$ cat config.mk
export PLATFORM = sky130hd
export DESIGN_NAME = crc24_attach
export DESIGN_NICKNAME = d
export VERILOG_FILES = /design/src/rtl/crc_pkg.sv /design/src/rtl/crc24_lfsr.sv /design/src/rtl/crc24_attach.sv
export SDC_FILE = /design/constraint.sdc
export NUM_CORES = 1
export LEC_CHECK = 0
export ABC_AREA = 1
export CAP_MARGIN = 30
export CORE_ASPECT_RATIO = 1.2
export CORE_MARGIN = 2
export CORE_UTILIZATION = 59
export CTS_CLUSTER_DIAMETER = 30
export DETAILED_ROUTE_END_ITERATION = 8
export GPL_ROUTABILITY_DRIVEN = 0
export PLACE_DENSITY = 0.79
export SLEW_MARGIN = 20
export SYNTH_ARGS = -nofsm -noshare
export SYNTH_HDL_FRONTEND = slang
export SYNTH_HIERARCHICAL = 1
export SYNTH_SLANG_ARGS = --single-unit
$ cat constraint.sdc
create_clock -name clk -period 2.1 [get_ports clk]
set_input_delay 0.42 -clock clk [delete_from_list [all_inputs] [get_ports clk]]
set_output_delay 0.42 -clock clk [all_outputs]
set_load 0.005 [all_outputs]
$ cat src/rtl/crc_pkg.sv
`default_nettype none
// +--------------------------------------------------------------------------+
// | crc_pkg : shared constants, FSM encoding and helpers for crc24_attach      |
// | Build option: CRC24_ATTACH_CRC24A_EN selects CRC24A, else CRC24B           |
// | Revision: 1.0                                                              |
// +--------------------------------------------------------------------------+
package crc_pkg;

  localparam logic [23:0] POLY_CRC24A = 24'h864CFB;
  localparam logic [23:0] POLY_CRC24B = 24'h800063;

`ifdef CRC24_ATTACH_CRC24A_EN
  localparam logic [23:0] POLY = POLY_CRC24A;
`else
  localparam logic [23:0] POLY = POLY_CRC24B;
`endif

  localparam int K_SMALL = 1056;
  localparam int K_LARGE = 6144;
  localparam int CRC_LEN = 24;
  localparam int CNT_W   = 13;

  typedef enum logic [2:0] {
    IDLE = 3'd0,
    HDR  = 3'd1,
    DATA = 3'd2,
    CRC  = 3'd3,
    DONE = 3'd4
  } state_t;

  // Index of the final payload bit for the selected block size.
  function automatic logic [CNT_W-1:0] last_payload_idx(input logic blk);
    return blk ? CNT_W'(K_LARGE - CRC_LEN - 1) : CNT_W'(K_SMALL - CRC_LEN - 1);
  endfunction

endpackage
`default_nettype wire

$ cat src/rtl/crc24_lfsr.sv
`default_nettype none
// +--------------------------------------------------------------------------+
// | crc24_lfsr : serial 24-bit CRC register, one message bit per enabled cycle |
// | Revision: 1.0                                                              |
// +--------------------------------------------------------------------------+
module crc24_lfsr
  import crc_pkg::*;
(
  input  logic               clk,
  input  logic               reset,
  input  logic               clr_i,
  input  logic               en_i,
  input  logic               bit_i,
  output logic [CRC_LEN-1:0] state_o
);

  logic [CRC_LEN-1:0] lfsr_q;
  logic [CRC_LEN-1:0] lfsr_d;
  logic               feedback;

  always_comb begin
    feedback = lfsr_q[CRC_LEN-1] ^ bit_i;
    lfsr_d   = lfsr_q;
    if (clr_i) begin
      lfsr_d = '0;
    end else if (en_i) begin
      lfsr_d = {lfsr_q[CRC_LEN-2:0], 1'b0} ^ (feedback ? POLY : '0);
    end
  end

  always_ff @(posedge clk or posedge reset) begin
    if (reset) begin
      lfsr_q <= '0;
    end else begin
      lfsr_q <= lfsr_d;
    end
  end

  assign state_o = lfsr_q;

endmodule
`default_nettype wire

$ cat src/rtl/crc24_attach.sv
`default_nettype none
// +--------------------------------------------------------------------------+
// | crc24_attach : appends a 24-bit CRC to a serial code-block payload         |
// | Build option: CRC24_ATTACH_CRC24A_EN (CRC24A polynomial, default CRC24B)   |
// | Revision: 1.0                                                              |
// +--------------------------------------------------------------------------+
module crc24_attach
  import crc_pkg::*;
(
  input  logic clk,
  input  logic reset,
  input  logic blk_size_in,
  input  logic start_in,
  input  logic in_valid,
  input  logic in_data,
  output logic in_ready,
  output logic crc_start,
  output logic crc_data,
  output logic crc_valid,
  output logic crc_end,
  output logic block_size,
  output logic busy,
  output logic err
);

  state_t             state_q;
  logic [CNT_W-1:0]   cnt_q;
  logic               in_ready_q;
  logic               crc_start_q;
  logic               crc_data_q;
  logic               crc_valid_q;
  logic               crc_end_q;
  logic               block_size_q;
  logic               busy_q;
  logic               err_q;

  logic [CRC_LEN-1:0] lfsr_state;
  logic               lfsr_clr;
  logic               lfsr_en;

  assign lfsr_clr = (state_q == IDLE) && start_in;
  assign lfsr_en  = (state_q == DATA) && in_valid;

  crc24_lfsr u_lfsr (
    .clk     (clk),
    .reset   (reset),
    .clr_i   (lfsr_clr),
    .en_i    (lfsr_en),
    .bit_i   (in_data),
    .state_o (lfsr_state)
  );

  // Outputs are registered, so every stream bit appears one cycle after the
  // edge that decided it; the CRC register is frozen once DATA is left.
  always_ff @(posedge clk or posedge reset) begin
    if (reset) begin
      state_q      <= IDLE;
      cnt_q        <= '0;
      in_ready_q   <= 1'b0;
      crc_start_q  <= 1'b0;
      crc_data_q   <= 1'b0;
      crc_valid_q  <= 1'b0;
      crc_end_q    <= 1'b0;
      block_size_q <= 1'b0;
      busy_q       <= 1'b0;
      err_q        <= 1'b0;
    end else begin
      crc_start_q <= 1'b0;
      err_q       <= 1'b0;
      case (state_q)
        IDLE: begin
          if (start_in) begin
            block_size_q <= blk_size_in;
            cnt_q        <= '0;
            crc_start_q  <= 1'b1;
            busy_q       <= 1'b1;
            state_q      <= HDR;
          end
        end
        HDR: begin
          in_ready_q <= 1'b1;
          state_q    <= DATA;
        end
        DATA: begin
          if (!in_valid) begin
            err_q        <= 1'b1;
            in_ready_q   <= 1'b0;
            crc_valid_q  <= 1'b0;
            crc_data_q   <= 1'b0;
            busy_q       <= 1'b0;
            block_size_q <= 1'b0;
            cnt_q        <= '0;
            state_q      <= IDLE;
          end else begin
            crc_data_q  <= in_data;
            crc_valid_q <= 1'b1;
            if (cnt_q == last_payload_idx(block_size_q)) begin
              cnt_q      <= '0;
              in_ready_q <= 1'b0;
              state_q    <= CRC;
            end else begin
              cnt_q <= cnt_q + 1'b1;
            end
          end
        end
        CRC: begin
          crc_data_q  <= lfsr_state[5'(CRC_LEN - 1) - cnt_q[4:0]];
          crc_valid_q <= 1'b1;
          if (cnt_q == CNT_W'(CRC_LEN - 1)) begin
            cnt_q     <= '0;
            crc_end_q <= 1'b1;
            busy_q    <= 1'b0;
            state_q   <= DONE;
          end else begin
            cnt_q <= cnt_q + 1'b1;
          end
        end
        DONE: begin
          crc_valid_q  <= 1'b0;
          crc_data_q   <= 1'b0;
          crc_end_q    <= 1'b0;
          block_size_q <= 1'b0;
          state_q      <= IDLE;
        end
        default: begin
          state_q <= IDLE;
        end
      endcase
    end
  end

  assign in_ready   = in_ready_q;
  assign crc_start  = crc_start_q;
  assign crc_data   = crc_data_q;
  assign crc_valid  = crc_valid_q;
  assign crc_end    = crc_end_q;
  assign block_size = block_size_q;
  assign busy       = busy_q;
  assign err        = err_q;

endmodule
`default_nettype wire

# Word-level counts from Yosys, hierarchy flattened
# Index checks and enable logic that the tools add are counted.
# word_totals
reg_bits,48
latchBits,0
ramBits,0
mem_bits_ro,0
in_bits,6
output_inout_bits,8
word_cells,76
mem_count,0
# op_classes
n_addsub,2
mul,0
n_div,0
order_cmp,1
eq_ne,10
shift,0
mux,35
n_bitwise,2
reduce_logical,15
# op_table
op,count
two-way mux 24 bit,3
two-way mux 13 bit,5
one-hot mux 13 bit (3 select lines),1
bitwise XOR 24 bit,1
two-way mux 1 bit,14
"adder 13 x 1 -> 13 bit, second input constant",1
== test 13 bit,1
"== test 13 x 5 -> 1 bit, second input constant",1
two-way mux 3 bit,4
one-hot mux 1 bit (3 select lines),4
one-hot mux 3 bit (4 select lines),1
nonzero test 3 bit,3
"== test 3 x 2 -> 1 bit, second input constant",2
"< comparator 5 x 6 -> 1 bit, second input constant",1
"!= test 2 bit, second input constant",3
AND reduction 2 bit,3
AND reduction 3 bit,2
nonzero test 2 bit,3
binary-select mux 1 bit (select 5 bit),1
"subtractor 5 bit, first input constant",1
one-hot mux 1 bit (2 select lines),2
AND reduction 4 bit,1
"== test 3 x 1 -> 1 bit, second input constant",1
"== test 3 bit, second input constant",1
4 further kinds,5

# Depth between registers and ports, before layout
# Gate-level depths: netlist of the first run.
# logic_depth
ltp_word,5
ltp_mapped,11
mapped_depth_nobuf,11

# Cells and area by module
# The synthesis of the first run kept the hierarchy.
# by_module_without_submodules
module,instances,cells_each,area_each_um2,seq_area_each_um2
crc24_attach,1,243,1634.1,600.6
crc24_lfsr,1,105,996.0,600.6

# Worst setup path after synthesis of the first run
# No wires, ideal clock.
# synth_path
path_kind,register to register
from,register state_q[0]
to,register u_lfsr.lfsr_q[14] (netlist: u_lfsr/state_o[14])
setup_ps,130
t_arrival_ps,1481
t_required_ps,1970
slack_ps,489
path_stages_with_launch,9
n_path_buf,0
synth_period_minus_slack_ps,1611
path_cell_list,dfrtp_1 -> inv_2 -> nand2_2 -> nor2_4 -> inv_1 -> nor2_1 -> inv_2 -> nand2_1 -> o21ai_0
# synth_via
elab_chain_len,3
elab_cells_between_ends,6
cone_classes,eq/ne (1); mux (1); reduce/logical (4)
# synth_lines
element,line,text
start: declaration,crc24_attach.sv:26,state_t state_q;
start signal: assignment,crc24_attach.sv:57,state_q <= IDLE;
start signal: assignment,crc24_attach.sv:77,state_q <= HDR;
start signal: assignment,crc24_attach.sv:82,state_q <= DATA;
zero test 3 bit *,crc24_attach.sv:41,assign lfsr_clr = (state_q == IDLE) && start_in;
logical AND 1 bit *,crc24_attach.sv:41,
via lfsr_clr,crc24_attach.sv:38,logic lfsr_clr;
two-way mux 24 bit or nonzero test 2 bit (tied branches),--,
end signal: assignment,crc24_lfsr.sv:35,lfsr_q <= lfsr_d;
end: declaration,crc24_lfsr.sv:17,logic [CRC_LEN-1:0] lfsr_q;
# Mark *: on every way through the listed nets, which the timed path passes. The rest lies on a longest branch.
# A chain may end at the register's enable or synchronous reset.

# Final worst setup path of the first run
# layout_path
from,register state_q[2]
to,register u_lfsr.lfsr_q[12] (netlist: u_lfsr/state_o[12])
# layout_via
elab_chain_len,3
elab_cells_between_ends,6
cone_classes,eq/ne (1); mux (1); reduce/logical (4)
# layout_lines
element,line,text
== test 3 x 2 -> 1 bit,crc24_attach.sv:42,assign lfsr_en = (state_q == DATA) && in_valid;
logical AND 1 bit,crc24_attach.sv:42,
via lfsr_en,crc24_attach.sv:39,logic lfsr_en;
nonzero test 2 bit (no source line),--,
# The timed path passes the listed nets, and every way through them passes these cells.

==> results of run 1 <==
-- cells in the mapped netlist, types with 2 or more instances --
cell type,count
buf_2,3
nor2_2,2
nor2_1,23
nor2_4,4
a21oi_1,2
inv_1,60
xor2_1,2
nand3b_1,2
ha_1,2
nand4_1,5
buf_4,2
inv_2,7
inv_4,2
dfrtp_1,48
nor3_1,6
o21ai_1,12
o21ai_0,14
nand3_2,2
nand2_1,81
nand3_1,49
o22ai_1,9
nand2_2,3
-- cell families (layout without fill, tap and decap cells) --
logic type / Yosys count / in the layout / share of synthesized area [%]
adder cells (fa/ha/maj): 2 / 2 / 0.951
flip-flops: 48 / 48 / 45.7
AND/OR/NAND/NOR: 181 / 181 / 32.8
buffers and inverters: 74 / 97 / 11.2
XOR/XNOR: 3 / 3 / 0.999
AO/OA/AOI/OAI: 40 / 40 / 8.42
-- routing by layer --
layer  vias up  global-route usage, %  share of wire [%]
li1       1148                      -                  -
met3        13                   4.40                3.5
met2        42                   45.4                 53
met1      1079                   28.1                 41
met5         -                      0                  0
met4         0                   10.0                1.9
-- final cells by class --
| cell class | instances | area, um^2 |
|---|---|---|
| multi-input cells | 226 | 1130 |
| repair buffers | 20 | 183 |
| inverters | 69 | 264 |
| clock inverters | 1 | 30.0 |
| clock buffers | 7 | 96.3 |
| flip-flops and latches | 48 | 1200 |
| well taps | 56 | 70.1 |
| fillers | 342 | 1280 |
-- final timing paths --
check,slack [ps],depth (start not counted),endpoint,start
setup / recovery,330,9,u_lfsr/state_o[12],state_q[2]
hold / removal,490,3,crc_start,reset
setup reg to reg,330,9,u_lfsr/state_o[12],state_q[2]
hold reg to reg,500,1,crc_end,crc_end
max in group asynchronous,1370,3,u_lfsr/state_o[14],reset
min in group clk,500,1,crc_end,crc_end
-- sequential cells by signal, summed over array words and instances (netlist names) --
signal          flops
crc_data            1
crc_valid           1
block_size          1
state_q             3
crc_end             1
busy                1
err                 1
in_ready            1
u_lfsr/state_o     24
cnt_q              13
crc_start           1
-- critical path, cell delays in order (launching register included) --
cell	delay [ps]
dfrtp_1	450
inv_2	90
nand2_2	90
nor2_2	150
nand2_1	110
inv_2	180
inv_1	160
nor2_4	210
inv_2	120
o22ai_1	140
-- through the flow --
step	util, %	instance area (um^2)	setup WS (ps)	cells	hold WS, ps
after floorplan	-	2630	489	348	435
after global placement	66.9	2850	265	419	475
after detailed placement	66.9	2850	206	419	483
after CTS	69.9	2980	347	427	499
after global routing	69.9	2980	152	427	539
final	69.9	2980	327	427	486
-- where the power goes --
part	leakage, uW	switching [uW]	internal (uW)	total, uW
Clock	0.0000645	307	420	727
Sequential	0.000612	5.80	933	939
Combinational	0.000797	39.3	23.7	63.0
==> results.sh, run 1 <==
export IMPL_layout_common_cells="nand2_1, inv_1, nand3_1"
export IMPL_die_y_um=77.1
export IMPL_cap_violations=0
export IMPL_antenna_found_initial=0
export IMPL_yosysSeqAreaShare_pct=45.7
export IMPL_ys_ff_latch=48
export IMPL_drt_iter0_markers=126
export IMPL_syn_area_per_cell_um2=7.56
export IMPL_timing_fmax_mhz=564
export IMPL_ant_nets=0
export IMPL_worstSetupPathType="reg2reg"
export IMPL_rsz0062_at_grt="no"
export IMPL_slew_headroom_pct=79.4
export IMPL_grt_overflow=0
export IMPL_cts_setup_buffers=0
export IMPL_synthArstFlopShare_pct=100
export IMPL_crit_path_max_fanout=11
export IMPL_yosysTopAreaCellShare_pct=45.7
export IMPL_cts_hold_buf=0
export IMPL_fin_crit_sh_pct=84.4
export IMPL_clk_path_buf_depth=2
export IMPL_synth_flop_cell="dfrtp_1"
export IMPL_first_pass_iters=4
export IMPL_critical_path_required_ps=2320
export IMPL_cts_sinks=48
export IMPL_grt_pass1_wl_um=9890
export IMPL_chipWidth_um=65.0
export IMPL_initial_utilization_pct=61.7
export IMPL_ios=14
export IMPL_power_density_mw_per_mm2=580
export IMPL_irDropWorstVdd_mv=0.461
export IMPL_syn_to_final_growth_pct=13.3
export IMPL_finalMaxSlewViolations=0
export IMPL_report_final_setup_viol=0
export IMPL_cts_root_buffer="clkbuf_8"
export IMPL_grt_pass1_vias=2322
export IMPL_syn_instance_count=348
export IMPL_clkTransAtPathRegs_ps=90
export IMPL_synth_area_mm2=0.00263
export IMPL_p_leak_uw=0.00147
export IMPL_hp_class="in2async"
export IMPL_cp_start_kind="flip-flop"
export IMPL_synth_edff_count=0
export IMPL_viasPerCell=5.34
export IMPL_setup_tns_ps=0
export IMPL_yosysTopAreaCell="dfrtp_1"
export IMPL_num_antenna_cells=0
export IMPL_drive_above_1_share_pct=10.5
export IMPL_ys_types=30
export IMPL_period_needed_ps=1770
export IMPL_grt_use_total_pct=24.9
export IMPL_grt_start_max_net_pins=25
export IMPL_hpwl_um=4150
export IMPL_core_mm2=0.00426
export IMPL_cts_tree="yes"
export IMPL_skew_ps=4.46
export IMPL_wl_per_cell_um=13.2
export IMPL_finalWirelength_um=5640
export IMPL_port_buffers=13
export IMPL_worst_pin_slew_ps=309
export IMPL_layout_commonest_cell="nand2_1"
export IMPL_syn_num_nets=356
export IMPL_rows=26
export IMPL_crit_arrival_ps=1990
export IMPL_cts_resized=0
export IMPL_drc=0
export IMPL_worstSkewPairLatency_ps=300
export IMPL_htree_num_levels=2
export IMPL_status="finished clean"
export IMPL_synth_warnings=6
export IMPL_final_nets=378
export IMPL_die_area_mm2=0.00501
export IMPL_vias=2282
export IMPL_report_final_hold_viol_count=0
export IMPL_numCtsBuffers=5
export IMPL_synthTopCellsByArea="dfrtp_1, nand2_1, nand3_1"
export IMPL_power_uw=1730
export IMPL_worstSetupEndpointType="flip-flop"
(Power assumes the default switching activity.)
==> run 2: changes to the inputs <==
Settings changed: CORE_UTILIZATION 59 to 54, PLACE_DENSITY 0.79 to 0.76.
Clock period 2.1 ns to 1.5 ns, I/O delays scaled along.
==> results.sh, run 2 (synthesized netlist as in run 1, its figures left out) <==
export IMPL_cts_hold_buf=0
export IMPL_period_needed_ps=1610
export IMPL_crit_arrival_ps=1800
export IMPL_topRoutingLayerUsed="met4"
export IMPL_setup_ws_ps=-107
export IMPL_drc=0
export IMPL_antenna_found_initial=0
export IMPL_ant_nets=0
export IMPL_wl_per_cell_um=16.6
export IMPL_cts_sinks=48
export IMPL_grt_overflow=0
export IMPL_fin_crit_sh_pct=107
export IMPL_worstSetupPathType="reg2reg"
export IMPL_stdcell_area_mm2=0.00375
export IMPL_first_pass_iters=5
export IMPL_fin_cells=484
export IMPL_crit_path_max_fanout=7
export IMPL_drt_iter0_markers=261
export IMPL_grt_use_total_pct=27.4
export IMPL_die_area_mm2=0.00545
export IMPL_irDropWorstVdd_mv=0.576
export IMPL_slowest_stage="dfrtp_1"
export IMPL_hp_class="in2async"
export IMPL_cp_top_family="simple AND/OR/NAND/NOR gates"
export IMPL_die_y_um=80.5
export IMPL_timing_fmax_mhz=622
export IMPL_rows=27
export IMPL_final_nets=433
export IMPL_cts_root_buffer="clkbuf_8"
export IMPL_drive_above_1_share_pct=36.6
export IMPL_finalMaxSlewViolations=0
export IMPL_num_antenna_cells=0
export IMPL_numCtsBuffers=5
export IMPL_postPlaceCellArea_mm2=0.00310
export IMPL_largest_reg_flops=24
export IMPL_path_cells="nand2_2, nor2_2, nand3_1, nand2_1, nand4_1, nand2_4, nand3_4, inv_4, nor2_1"
export IMPL_cts_tree="yes"
export IMPL_slew_headroom_pct=73.1
export IMPL_hpwl_um=4710
export IMPL_ios=14
export IMPL_finalWirelength_um=8060
export IMPL_port_buffers=13
export IMPL_utilization_pct=81.1
export IMPL_report_final_hold_viol_count=0
export IMPL_grt_start_max_net_pins=25
export IMPL_layout_commonest_cell="nand2_1"
export IMPL_core_mm2=0.00463
export IMPL_worst_pin_slew_ps=400
export IMPL_clk_path_buf_depth=2
export IMPL_chipWidth_um=67.7
export IMPL_clkTransAtPathRegs_ps=90
export IMPL_layout_common_cells="nand2_1, inv_1, buf_4"
export IMPL_report_final_setup_viol=29
export IMPL_htree_num_levels=2
export IMPL_grt_pass1_vias=2589
export IMPL_viasPerCell=5.66
export IMPL_vias=2740
export IMPL_wl_met2_um=4220
export IMPL_p_leak_uw=0.00190
export IMPL_wl_met3_um=368
export IMPL_grt_pass1_wl_um=11100
export IMPL_slowest_delay_ps=420
export IMPL_syn_to_final_growth_pct=42.8
export IMPL_cp_start_kind="flip-flop"
export IMPL_cap_violations=0
export IMPL_power_density_mw_per_mm2=591
export IMPL_worstSetupEndpointType="flip-flop"
export IMPL_met1_length_um=3020
export IMPL_n_fill_cell=265
export IMPL_skew_ps=9.27
export IMPL_dpl_cell_count=450
export IMPL_initial_utilization_pct=56.8
export IMPL_status="finished with violations"
export IMPL_rsz0062_at_grt="yes"
export IMPL_whs_ps=409
export IMPL_path_buf_inv=1
export IMPL_worstSkewPairLatency_ps=300
export IMPL_critical_path_required_ps=1700
export IMPL_violations="negative setup slack"
==> run 2: through the flow <==
step | worst slack, ps | TNS (ps) | total power, uW
after global routing | -179 | -3760 | 2290
after detailed placement | -108 | -1880 | 1430
final | -107 | -1550 | 2220
after global placement | -76.5 | -1270 | 1430
after CTS | 0.123 | 0 | 2210
after floorplan | 68.8 | 0 | 1390
==> run 2: what timing repair did <==
action,4_1_cts,5_1_grt
pin swaps,8,28
buffers inserted,5,20
setup endpoints to repair,19,48
gates resized for setup,19,89
gates cloned,0,1
==> run 2: final cells by class <==
cell class	instances	area (um^2)	area share [%]
sequential	48	1200	32.1
timing repair buffer	75	678	18.1
inverter	69	298	7.93
clock inverter	2	10.0	0.267
tap	58	72.6	1.93
clock buffer	6	82.6	2.20
multi-input combinational	226	1410	37.5
==> run 2: worst register-to-register path, delay by kind of cell (launching register included) <==
family | cells | cell delay, ps
buffers and inverters | 1 | 110
AND/OR/NAND/NOR | 8 | 970
flip-flops | 1 | 420
==> run 2: where the power goes <==
group	internal, uW	switching (uW)	total [uW]	leakage [uW]
sequential	1310	8.13	1310	0.000607
combinational	36.5	61.9	98.5	0.00124
clock	369	437	806	0.0000510
==> run 2: layer usage <==
layer  vias up  track usage, %
li1       1265               -
met1      1288            29.8
met2       143            48.3
met3        44            4.90
met4         0            16.1
met5         -               0
==> run 2: final timing paths <==
check	startpoint	to	slack, ps	depth (start not counted)
hold / removal	reset	u_lfsr/state_o[17]	410	3
hold reg to reg	crc_end	crc_end	520	1
max in group asynchronous	reset	cnt_q[0]	810	3
setup / recovery	cnt_q[7]	cnt_q[11]	-110	9
setup reg to reg	cnt_q[7]	cnt_q[11]	-110	9
min in group clk	crc_end	crc_end	520	1
==> run 3: changes to the inputs <==
--- a/constraint.sdc
+++ b/constraint.sdc
@@ -3,2 +3,2 @@
 set_output_delay 0.3 -clock clk [all_outputs]
-set_load 0.005 [all_outputs]
+set_load 0.01 [all_outputs]
==> results.sh, run 3 (synthesized netlist as in run 1, its figures left out) <==
export IMPL_die_y_um=80.5
export IMPL_sequential_cell_area_mm2=0.00120
export IMPL_fin_crit_sh_pct=107
export IMPL_wl_per_cell_um=16.6
export IMPL_n_fill_cell=260
export IMPL_cts_root_buffer="clkbuf_8"
export IMPL_hpwl_um=4710
export IMPL_crit_path_max_fanout=7
export IMPL_slew_headroom_pct=71.3
export IMPL_grt_use_total_pct=27.4
export IMPL_startpoint="cnt_q[7]"
export IMPL_period_needed_ps=1610
export IMPL_p_seq_share_pct=59.3
export IMPL_cts_hold_buf=0
export IMPL_final_nets=432
export IMPL_chipWidth_um=67.7
export IMPL_worstSkewPairLatency_ps=300
export IMPL_largest_reg_flops=24
export IMPL_first_pass_iters=5
export IMPL_netSwitchingFraction_pct=22.8
export IMPL_numCtsBuffers=5
export IMPL_drive_above_1_share_pct=36.5
export IMPL_post_place_ws_ps=-108
export IMPL_power_uw=2220
export IMPL_crit_arrival_ps=1800
export IMPL_finalWirelength_um=8010
export IMPL_setup_tns_ps=-1400
export IMPL_status="finished with violations"
export IMPL_grt_start_max_net_pins=25
export IMPL_finalMaxSlewViolations=0
export IMPL_report_final_setup_viol=25
export IMPL_cp_start_kind="flip-flop"
export IMPL_initial_utilization_pct=56.8
export IMPL_worstSetupEndpointType="flip-flop"
export IMPL_rows=27
export IMPL_core_mm2=0.00463
export IMPL_layout_commonest_cell="nand2_1"
export IMPL_grt_pass1_wl_um=11100
export IMPL_p_leak_uw=0.00187
export IMPL_setup_ws_ps=-105
export IMPL_syn_to_final_growth_pct=42.0
export IMPL_cts_tree="yes"
export IMPL_layout_common_cells="nand2_1, inv_1, buf_4"
export IMPL_p_sw_uw=504
export IMPL_critical_path_required_ps=1700
export IMPL_stdcell_area_mm2=0.00373
export IMPL_clk_path_buf_depth=2
export IMPL_regToRegEndpoint="cnt_q[11]"
export IMPL_drc=0
export IMPL_htree_num_levels=2
export IMPL_timing_fmax_mhz=623
export IMPL_port_buffers=13
export IMPL_r2r_start="cnt_q[7]"
export IMPL_grt_overflow=0
export IMPL_drt_iter0_markers=211
export IMPL_intPower_uw=1710
export IMPL_rsz0062_at_grt="yes"
export IMPL_viasPerCell=5.68
export IMPL_multi_input_area_mm2=0.00141
export IMPL_vias=2743
export IMPL_cts_sinks=48
export IMPL_report_final_hold_viol_count=0
export IMPL_skew_ps=9.71
export IMPL_worstSetupPathType="reg2reg"
export IMPL_ant_nets=0
export IMPL_die_area_mm2=0.00545
export IMPL_clkTransAtPathRegs_ps=90
export IMPL_irDropWorstVdd_mv=0.572
export IMPL_power_density_mw_per_mm2=593
export IMPL_violations="negative setup slack"
export IMPL_ff2ff_path_depth=9
export IMPL_comb_power_share_pct=4.4
export IMPL_worst_pin_slew_ps=427
export IMPL_regToRegSetupSlack_ps=-110
export IMPL_cp_endpoint="cnt_q[11]"
export IMPL_antenna_found_initial=0
export IMPL_num_antenna_cells=0
export IMPL_pwr_share_clk_pct=36.3
export IMPL_ios=14
export IMPL_grt_pass1_vias=2589
export IMPL_cap_violations=0
export IMPL_hp_class="in2async"
export IMPL_postPlaceCellArea_mm2=0.00310
==> run 3: changes by cell type in the layout (fill, tap and decap cells not counted), sizes merged <==
cell / change
buf: -1
clkdlybuf4s50: -2
dlygate4sd2: +5
dlymetal6s2s: -3
==> run 3: how the worst min path moves through the flow <==
stage | from | slack [ps] | depth (start not counted) | endpoint
floorplan | reset | 310 | 1 | block_size
global placement | crc_end | 480 | 1 | crc_end
detailed placement | u_lfsr/state_o[6] | 500 | 2 | u_lfsr/state_o[6]
CTS | reset | 370 | 3 | u_lfsr/state_o[17]
global route | reset | 400 | 3 | state_q[2]
finish | reset | 370 | 3 | state_q[2]
==> run 3: metrics by stage <==
stage,util [%],instances,hold WS (ps)
after floorplan,-,348,315
after global placement,67.0,450,480
after detailed placement,67.0,450,497
after CTS,71.4,463,368
after global routing,80.7,483,399
final,80.7,483,365
==> run 3: power by group through the flow <==
| stage | Clock [uW] | Combinational [uW] | Sequential, uW |
|---|---|---|---|
| after CTS | 805 | 92.0 | 1310 |
| after global placement | 0 | 89.5 | 1340 |
| final | 803 | 97.8 | 1310 |
| after floorplan | 0 | 55.7 | 1340 |
| after global routing | 864 | 112 | 1320 |
| after detailed placement | 0 | 91.2 | 1340 |
==> run 3: cell type report <==
type | instances | area share (%)
Multi-Input combinational cell | 226 | 37.7
Sequential cell | 48 | 32.3
Timing Repair Buffer | 74 | 17.6
Inverter | 69 | 7.98
Clock buffer | 6 | 2.21
Tap cell | 58 | 1.94
Clock inverter | 2 | 0.268
==> run 3: layer usage <==
metal	global-route usage, %	wire (um)	share of wire [%]	vias to the layer above
met3	4.90	429	5.4	47
li1	-	-	-	1261
met1	29.8	2970	37	1299
met5	0	0	0	-
met2	48.3	4170	52	136
met4	16.1	446	5.6	0
==> run 3: timing repair <==
action,CTS,global route
resized for setup,24,86
buffers inserted,5,19
pin swaps,8,28
cloned,0,1
setup endpoints to repair,24,46
==> run 3: critical path: stages, from the launching register on <==
cell	delay, ps
dfrtp_1	420
nand2_2	80
nor2_2	140
nand3_1	100
nand2_1	70
nand4_1	200
nand2_4	170
nand3_4	160
inv_4	110
nor2_1	50
